--- src/rtl/fetch_unit.sv ---
// Instruction fetch stage: owns the architectural PC, fetches one word per PC
// over a request/grant/response bus, and presents it (with fault flags) to decode.
//
// Handshake: ibus_req/ibus_addr are held stable from the first request cycle until
// the cycle ibus_gnt is seen with ibus_req high; the request is never withdrawn.
// A response (ibus_rvalid, with ibus_err qualifying it) is only accepted in WAIT,
// never in the grant cycle. inst/pc/flags are valid while inst_valid is high and are
// consumed by a one-cycle advance pulse, which also samples next_pc.
//
// Optional feature macro: IBUS_TIMEOUT_EN -- when defined, a fetch waiting longer
// than TIMEOUT_CYCLES for its response completes as an access fault.
module fetch_unit #(
    parameter logic [31:0] RESET_ADDR     = 32'h0000_0000,
    parameter logic [31:0] NOP_INST       = 32'h0000_0013,
    parameter int unsigned TIMEOUT_CYCLES = 16
) (
    input  logic        clk,
    input  logic        rst,
    input  logic [31:0] next_pc,
    input  logic        advance,
    output logic [31:0] pc,
    output logic [31:0] inst,
    output logic        inst_valid,
    output logic        inst_access_fault,
    output logic        inst_misaligned,
    output logic        fetch_busy,
    output logic        ibus_req,
    output logic [31:0] ibus_addr,
    input  logic        ibus_gnt,
    input  logic        ibus_rvalid,
    input  logic [31:0] ibus_rdata,
    input  logic        ibus_err,
    output logic [1:0]  state_dbg
);

    typedef enum logic [1:0] {
        ST_REQ   = 2'd0,
        ST_WAIT  = 2'd1,
        ST_VALID = 2'd2,
        ST_MISAL = 2'd3
    } state_t;

    // Reject parameter values the hardware cannot honour.
    if (RESET_ADDR[1:0] != 2'b00) begin : g_bad_reset_addr
        $error("fetch_unit: RESET_ADDR must be word aligned");
    end
    if (TIMEOUT_CYCLES < 2 || TIMEOUT_CYCLES > 255) begin : g_bad_timeout
        $error("fetch_unit: TIMEOUT_CYCLES must be in 2..255");
    end

    state_t state_q;
    state_t state_d;
    logic   wait_done;   // response (or timeout) completes the fetch this cycle
    logic   wait_fault;  // completion is an access fault

`ifdef IBUS_TIMEOUT_EN
    localparam logic [7:0] TIMEOUT_LAST = 8'(TIMEOUT_CYCLES - 1);
    logic [7:0] tmo_cnt;

    // Count WAIT cycles without a response; cleared while requesting so it starts at 0 in WAIT.
    always_ff @(posedge clk or posedge rst) begin
        if (rst) begin
            tmo_cnt <= 8'd0;
        end else if (state_q == ST_REQ) begin
            tmo_cnt <= 8'd0;
        end else if (state_q == ST_WAIT && !ibus_rvalid) begin
            tmo_cnt <= tmo_cnt + 8'd1;
        end
    end
`endif

    // FSM state register.
    always_ff @(posedge clk or posedge rst) begin
        if (rst) begin
            state_q <= ST_REQ;
        end else begin
            state_q <= state_d;
        end
    end

    // Next-state logic and fetch-completion decode.
    always_comb begin
        state_d    = state_q;
        wait_done  = 1'b0;
        wait_fault = 1'b0;
        case (state_q)
            ST_REQ: begin
                // Responses are ignored here, which drops anything left over from before a reset.
                if (ibus_req && ibus_gnt) begin
                    state_d = ST_WAIT;
                end
            end
            ST_WAIT: begin
                if (ibus_rvalid) begin
                    wait_done  = 1'b1;
                    wait_fault = ibus_err;
                end
`ifdef IBUS_TIMEOUT_EN
                else if (tmo_cnt == TIMEOUT_LAST) begin
                    wait_done  = 1'b1;
                    wait_fault = 1'b1;
                end
`endif
                if (wait_done) begin
                    state_d = ST_VALID;
                end
            end
            ST_VALID: begin
                if (advance) begin
                    state_d = (next_pc[1:0] != 2'b00) ? ST_MISAL : ST_REQ;
                end
            end
            ST_MISAL: begin
                state_d = ST_VALID;
            end
            default: begin
                state_d = ST_REQ;
            end
        endcase
    end

    // Registered datapath: PC, instruction word, flags and bus request.
    always_ff @(posedge clk or posedge rst) begin
        if (rst) begin
            pc                <= RESET_ADDR;
            inst              <= NOP_INST;
            inst_valid        <= 1'b0;
            inst_access_fault <= 1'b0;
            inst_misaligned   <= 1'b0;
            fetch_busy        <= 1'b1;
            ibus_req          <= 1'b0;
        end else begin
            case (state_q)
                ST_REQ: begin
                    // After reset the request rises one cycle late; it drops only on grant.
                    if (!ibus_req) begin
                        ibus_req <= 1'b1;
                    end else if (ibus_gnt) begin
                        ibus_req <= 1'b0;
                    end
                end
                ST_WAIT: begin
                    if (wait_done) begin
                        inst              <= wait_fault ? NOP_INST : ibus_rdata;
                        inst_access_fault <= wait_fault;
                        inst_valid        <= 1'b1;
                        fetch_busy        <= 1'b0;
                    end
                end
                ST_VALID: begin
                    if (advance) begin
                        pc                <= next_pc;
                        inst_access_fault <= 1'b0;
                        inst_misaligned   <= 1'b0;
                        inst_valid        <= 1'b0;
                        fetch_busy        <= 1'b1;
                        // Aligned targets request immediately, so REQ starts with the bus driven.
                        ibus_req          <= (next_pc[1:0] == 2'b00);
                    end
                end
                ST_MISAL: begin
                    inst            <= NOP_INST;
                    inst_misaligned <= 1'b1;
                    inst_valid      <= 1'b1;
                    fetch_busy      <= 1'b0;
                end
                default: begin
                    ibus_req <= 1'b0;
                end
            endcase
        end
    end

    assign ibus_addr = pc;
    assign state_dbg = state_q;

endmodule

--- config.mk ---
export PLATFORM = sky130hd
export DESIGN_NAME = fetch_unit
export DESIGN_NICKNAME = d
export VERILOG_FILES = /design/src/rtl/fetch_unit.sv
export SDC_FILE = /design/constraint.sdc
export NUM_CORES = 1
export LEC_CHECK = 0
export BUFFER_PORTS_ARGS = -buffer_cell sky130_fd_sc_hd__buf_2
export CORE_UTILIZATION = 45
export CTS_BUF_LIST = sky130_fd_sc_hd__clkbuf_2 sky130_fd_sc_hd__clkbuf_4 sky130_fd_sc_hd__clkbuf_8
export CTS_CLUSTER_SIZE = 12
export DETAILED_ROUTE_END_ITERATION = 8
export MAX_ROUTING_LAYER = met4
export PLACE_DENSITY = 0.83
export SYNTH_ARGS = -nofsm -noshare
export SYNTH_HDL_FRONTEND = slang
export SYNTH_SLANG_ARGS = --single-unit
--- constraint.sdc ---
create_clock -name clk -period 2.85 [get_ports clk]
set_clock_uncertainty 0.05 [all_clocks]
set_input_delay 0.855 -clock clk [delete_from_list [all_inputs] [get_ports clk]]
set_output_delay 0.855 -clock clk [all_outputs]
set_load 0.01 [all_outputs]
Word-level counts from Yosys, hierarchy flattened
Cells that the tools add are included.
{"block": "totals", "register_bits": 71, "latchBits": 0, "mem_bits_rw": 0, "romBits": 0, "output_inout_bits": 103, "word_cells": 57, "n_memories": 0}
{"block": "classes", "addsub": 0, "mul": 0, "div": 0, "order_cmp": 0, "eq_ne": 7, "shift": 0, "n_mux": 26, "bitwise": 0, "n_reduce_logical": 16}
{"op": "two-way mux 32 bit", "count": 2}
{"op": "one-hot mux 32 bit (2 select lines)", "count": 1}
{"op": "two-way mux 1 bit", "count": 13}
{"op": "nonzero test 2 bit", "count": 5}
{"op": "AND reduction 3 bit", "count": 3}
{"op": "two-way mux 2 bit", "count": 4}
{"op": "inequality test 2 bit, second input constant", "count": 4}
{"op": "one-hot mux 2 bit (4 select lines)", "count": 1}
{"op": "AND reduction 2 bit", "count": 4}
{"op": "one-hot mux 1 bit (2 select lines)", "count": 3}
{"op": "one-hot mux 1 bit (3 select lines)", "count": 2}
{"op": "equality test 2 bit, second input constant", "count": 2}
{"op": "zero test 2 bit", "count": 2}
{"op": "nonzero test 3 bit", "count": 1}
{"op": "equality test 2 x 1 -> 1 bit, second input constant", "count": 1}
{"op": "logical AND 1 bit", "count": 1}

Logic depth before layout (Yosys ltp)
{"block": "depth", "ltp_word": 5, "depth_mapped": 4}

Worst setup path before layout
OpenSTA, ideal clock, no wires.
{"block": "synth_timing", "path_kind": "input to register", "start": "in advance", "end": "reg pc[11], in the netlist ibus_addr[11]", "arrival_time_ps": 1514, "required_ps": 2675, "setup_slack_ps": 1161, "stages": 3, "path_buffers": 1, "path_cell_list": "nand3_1 buf_4 mux2_2"}
{"block": "synth_between", "elab_chain_cells": 1}
{"item": "start: declaration", "line_no": "20", "rtl": "input logic advance,"}
{"item": "AND reduction 2 bit (no source line)"}
{"item": "end signal: assignment", "line_no": "152", "rtl": "pc <= next_pc;"}
{"item": "end: declaration", "line_no": "21", "rtl": "output logic [31:0] pc,"}
Every way passes these cells.
A chain may end at the register's enable or synchronous reset.

Final worst setup path
{"block": "layout_timing", "start": "reg state_q[1], in the netlist state_dbg[1]", "end": "out state_dbg[1]"}
{"item": "start: declaration", "line_no": "51", "rtl": "state_t state_q;"}
{"item": "start signal: assignment", "line_no": "77", "rtl": "state_q <= state_d;"}
{"item": "end: declaration", "line_no": "33", "rtl": "output logic [1:0] state_dbg"}
No word-level cell between the ends.

==> reports/metrics.cfg <==
[critical_path]
r2r_start=state_dbg[0]
required_ns=1.95
critPathSlowestCell=dfrtp_1
endpoint_kind=primary output
path_cells=buf_2
path_max_fanout=11
crit_start=state_dbg[1]
path_delay_family=flip-flops
path_buf_inv=1
critical_path.startpoint_type=register
critPathArrivalTime_ns=1.12
cp_slowest_stage_delay_ns=0.59
path_class=reg2out

[logic_synthesis]
yosys.area.top_type=dfrtp_1
syn_avg_cell_area_um2=13.9
async_flop_share_pct=100
netlist_instances=206
syn_area_um2=2870
yosysWarnings=0
ys_ff_latch=71
synth_most_common_cell=dfrtp_1
synth.distinct_cells=24
synth-main-ff-cell=dfrtp_1
syn_nets=276
synthTopCellsByCount=67 x dfrtp_1, 35 x buf_4, 30 x mux2_2, 29 x a22o_1, 7 x nand2_1
synth_area_leaders=dfrtp_1 58%, mux2_2 12%, buf_4 9.2%
seq_area_frac_synth_pct=62.1
synth_edf_count=0
synth.top_cell.area_share_pct=58.5

[place]
portBuffers=172
place_area_um2=3580
dp_hpwl_mm=4.45
place.gp.congestion=0.784
place_ws_ns=0.844

[finish]
area_delta_synth_final_pct=31.8
stdcell_area_um2=3780
multi_input_area_um2=792
nNetsFinal=421
regArea_um2=1780
n_antenna_cell=0
n_fill_cell=477
utilization_pct=62.7
drive_gt1_share_pct=64.6

[drt]
drt_first_pass_iters=4
wl_per_cell_um=14.2
vias=2138
ant_nets=0
wirelength_mm=6.11
drt-initial-drc-count=48
viasPerCell=4.96
drc_errors=0

[floorplan]
coreArea_um2=6030
num_rows=28
io_pins=173
die_w_um=81.8
start_util_pct=47.6
die_h_um=81.8
die_area_um2=6700

[timing]
finalMaxSlewViolations=0
tightest_slew_ns=0.400
period_minus_slack_ns=2.02
finalCritPeriodShare_pct=71.0
worst_slack_ns=0.827
fmax_mhz=494
relSlewSlack_pct=73.4
hold_viol_final=0
rsz0062_at_grt=no
finalSetupTns_ns=0
finalSetupViolations=0

[clock_tree]
clock_latency_ns=0.32
cts.hold.buffers_added=0
cts_root_buf=clkbuf_8
cts_tree=yes
cts.sink_count=71
cts_setup_buffers=0
cts_buffers=9
clk_path_buf_depth=2
htreeDepth=3
clkTransAtPathRegs_ns=0.07
cts_resized=0

[global_routing]
track_usage_pct=18.7
grt_pass1_wl_mm=8.85
grt_pass1_vias=1920
grt_antenna_before_repair=0
grt_max_degree=72
grt.overflow.total=0

[outcome]
status=finished clean

[power_and_ir_drop]
power_w=0.00393
power_leakage_nw=2.04
vdd_drop_max_uv=591
power.density_nw_per_um2=1040

[min_path]
min_from=inst_valid
min_path_type=reg2reg

[run]
cap_violations=0

==> cell families after synthesis <==
kind of cell,count (synthesis),synth area share (%)
DFF,71,62.1
and+or+nand+nor,15,2.70
AOI/OAI and AO/OA,43,11.9
muxes,32,12.6
buffers and inverters,45,10.7
==> where the power goes <==
part | switching (W) | internal, W
registers | 0.000249 | 0.00136
logic | 0.000797 | 0.000738
clock network | 0.000358 | 0.000423
total | 0.00140 | 0.00252
==> metrics by stage <==
step,hold slack [ns],cells
after floorplan,0.439,206
after global routing,0.466,431
final,0.432,431
after CTS,0.439,431
after global placement,0.414,415
after detailed placement,0.418,415
==> state kept, by name, indices dropped and copies added (netlist names) <==
signal,count
fetch_busy,1
state_dbg,2
inst,32
ibus_req,1
inst_valid,1
ibus_addr,32
inst_misaligned,1
inst_access_fault,1
==> path summary, 6_finish.rpt <==
check	endpoint	slack, ns	depth (start not counted)
setup / recovery	state_dbg[1]	0.83	1
hold / removal	inst_valid	0.43	2
setup reg to reg	ibus_addr[20]	1.22	4
hold reg to reg	inst_valid	0.43	2
max in group asynchronous	inst[4]	1.88	3
min in group asynchronous	ibus_addr[9]	0.56	3
==> routing by layer <==
layer / vias up / GRT usage (%) / part of all wire [%]
met5: - / - / 0
met4: 0 / 7.37 / 1.1
met3: 8 / 4.33 / 7.4
met2: 119 / 31.5 / 52
met1: 1021 / 21.5 / 40
li1: 990 / - / -
==> cells in the final DEF, fill, tap and decap left out, types with 2 or more instances in the layout <==
| master | count |
|---|---|
| inv_2 | 2 |
| clkinvlp_4 | 2 |
| dfstp_2 | 4 |
| dfrtp_1 | 67 |
| buf_4 | 3 |
| a22o_1 | 29 |
| clkinv_2 | 3 |
| a21oi_1 | 5 |
| mux2_1 | 2 |
| mux2_2 | 30 |
| clkbuf_8 | 10 |
| o21ai_0 | 2 |
| nand2_1 | 7 |
| nor2_1 | 3 |
| buf_2 | 172 |
| o22a_1 | 3 |
==> final cells by class <==
| type | count | share of cell area, % |
|---|---|---|
| clock buffers | 10 | 3.64 |
| clock inverters | 6 | 1.59 |
| inverters | 3 | 0.298 |
| multi-input cells | 90 | 21.0 |
| flip-flops and latches | 71 | 47.1 |
| well taps | 75 | 2.48 |
| repair buffers | 176 | 23.9 |
Note: power is estimated with default switching activity, not from simulation.
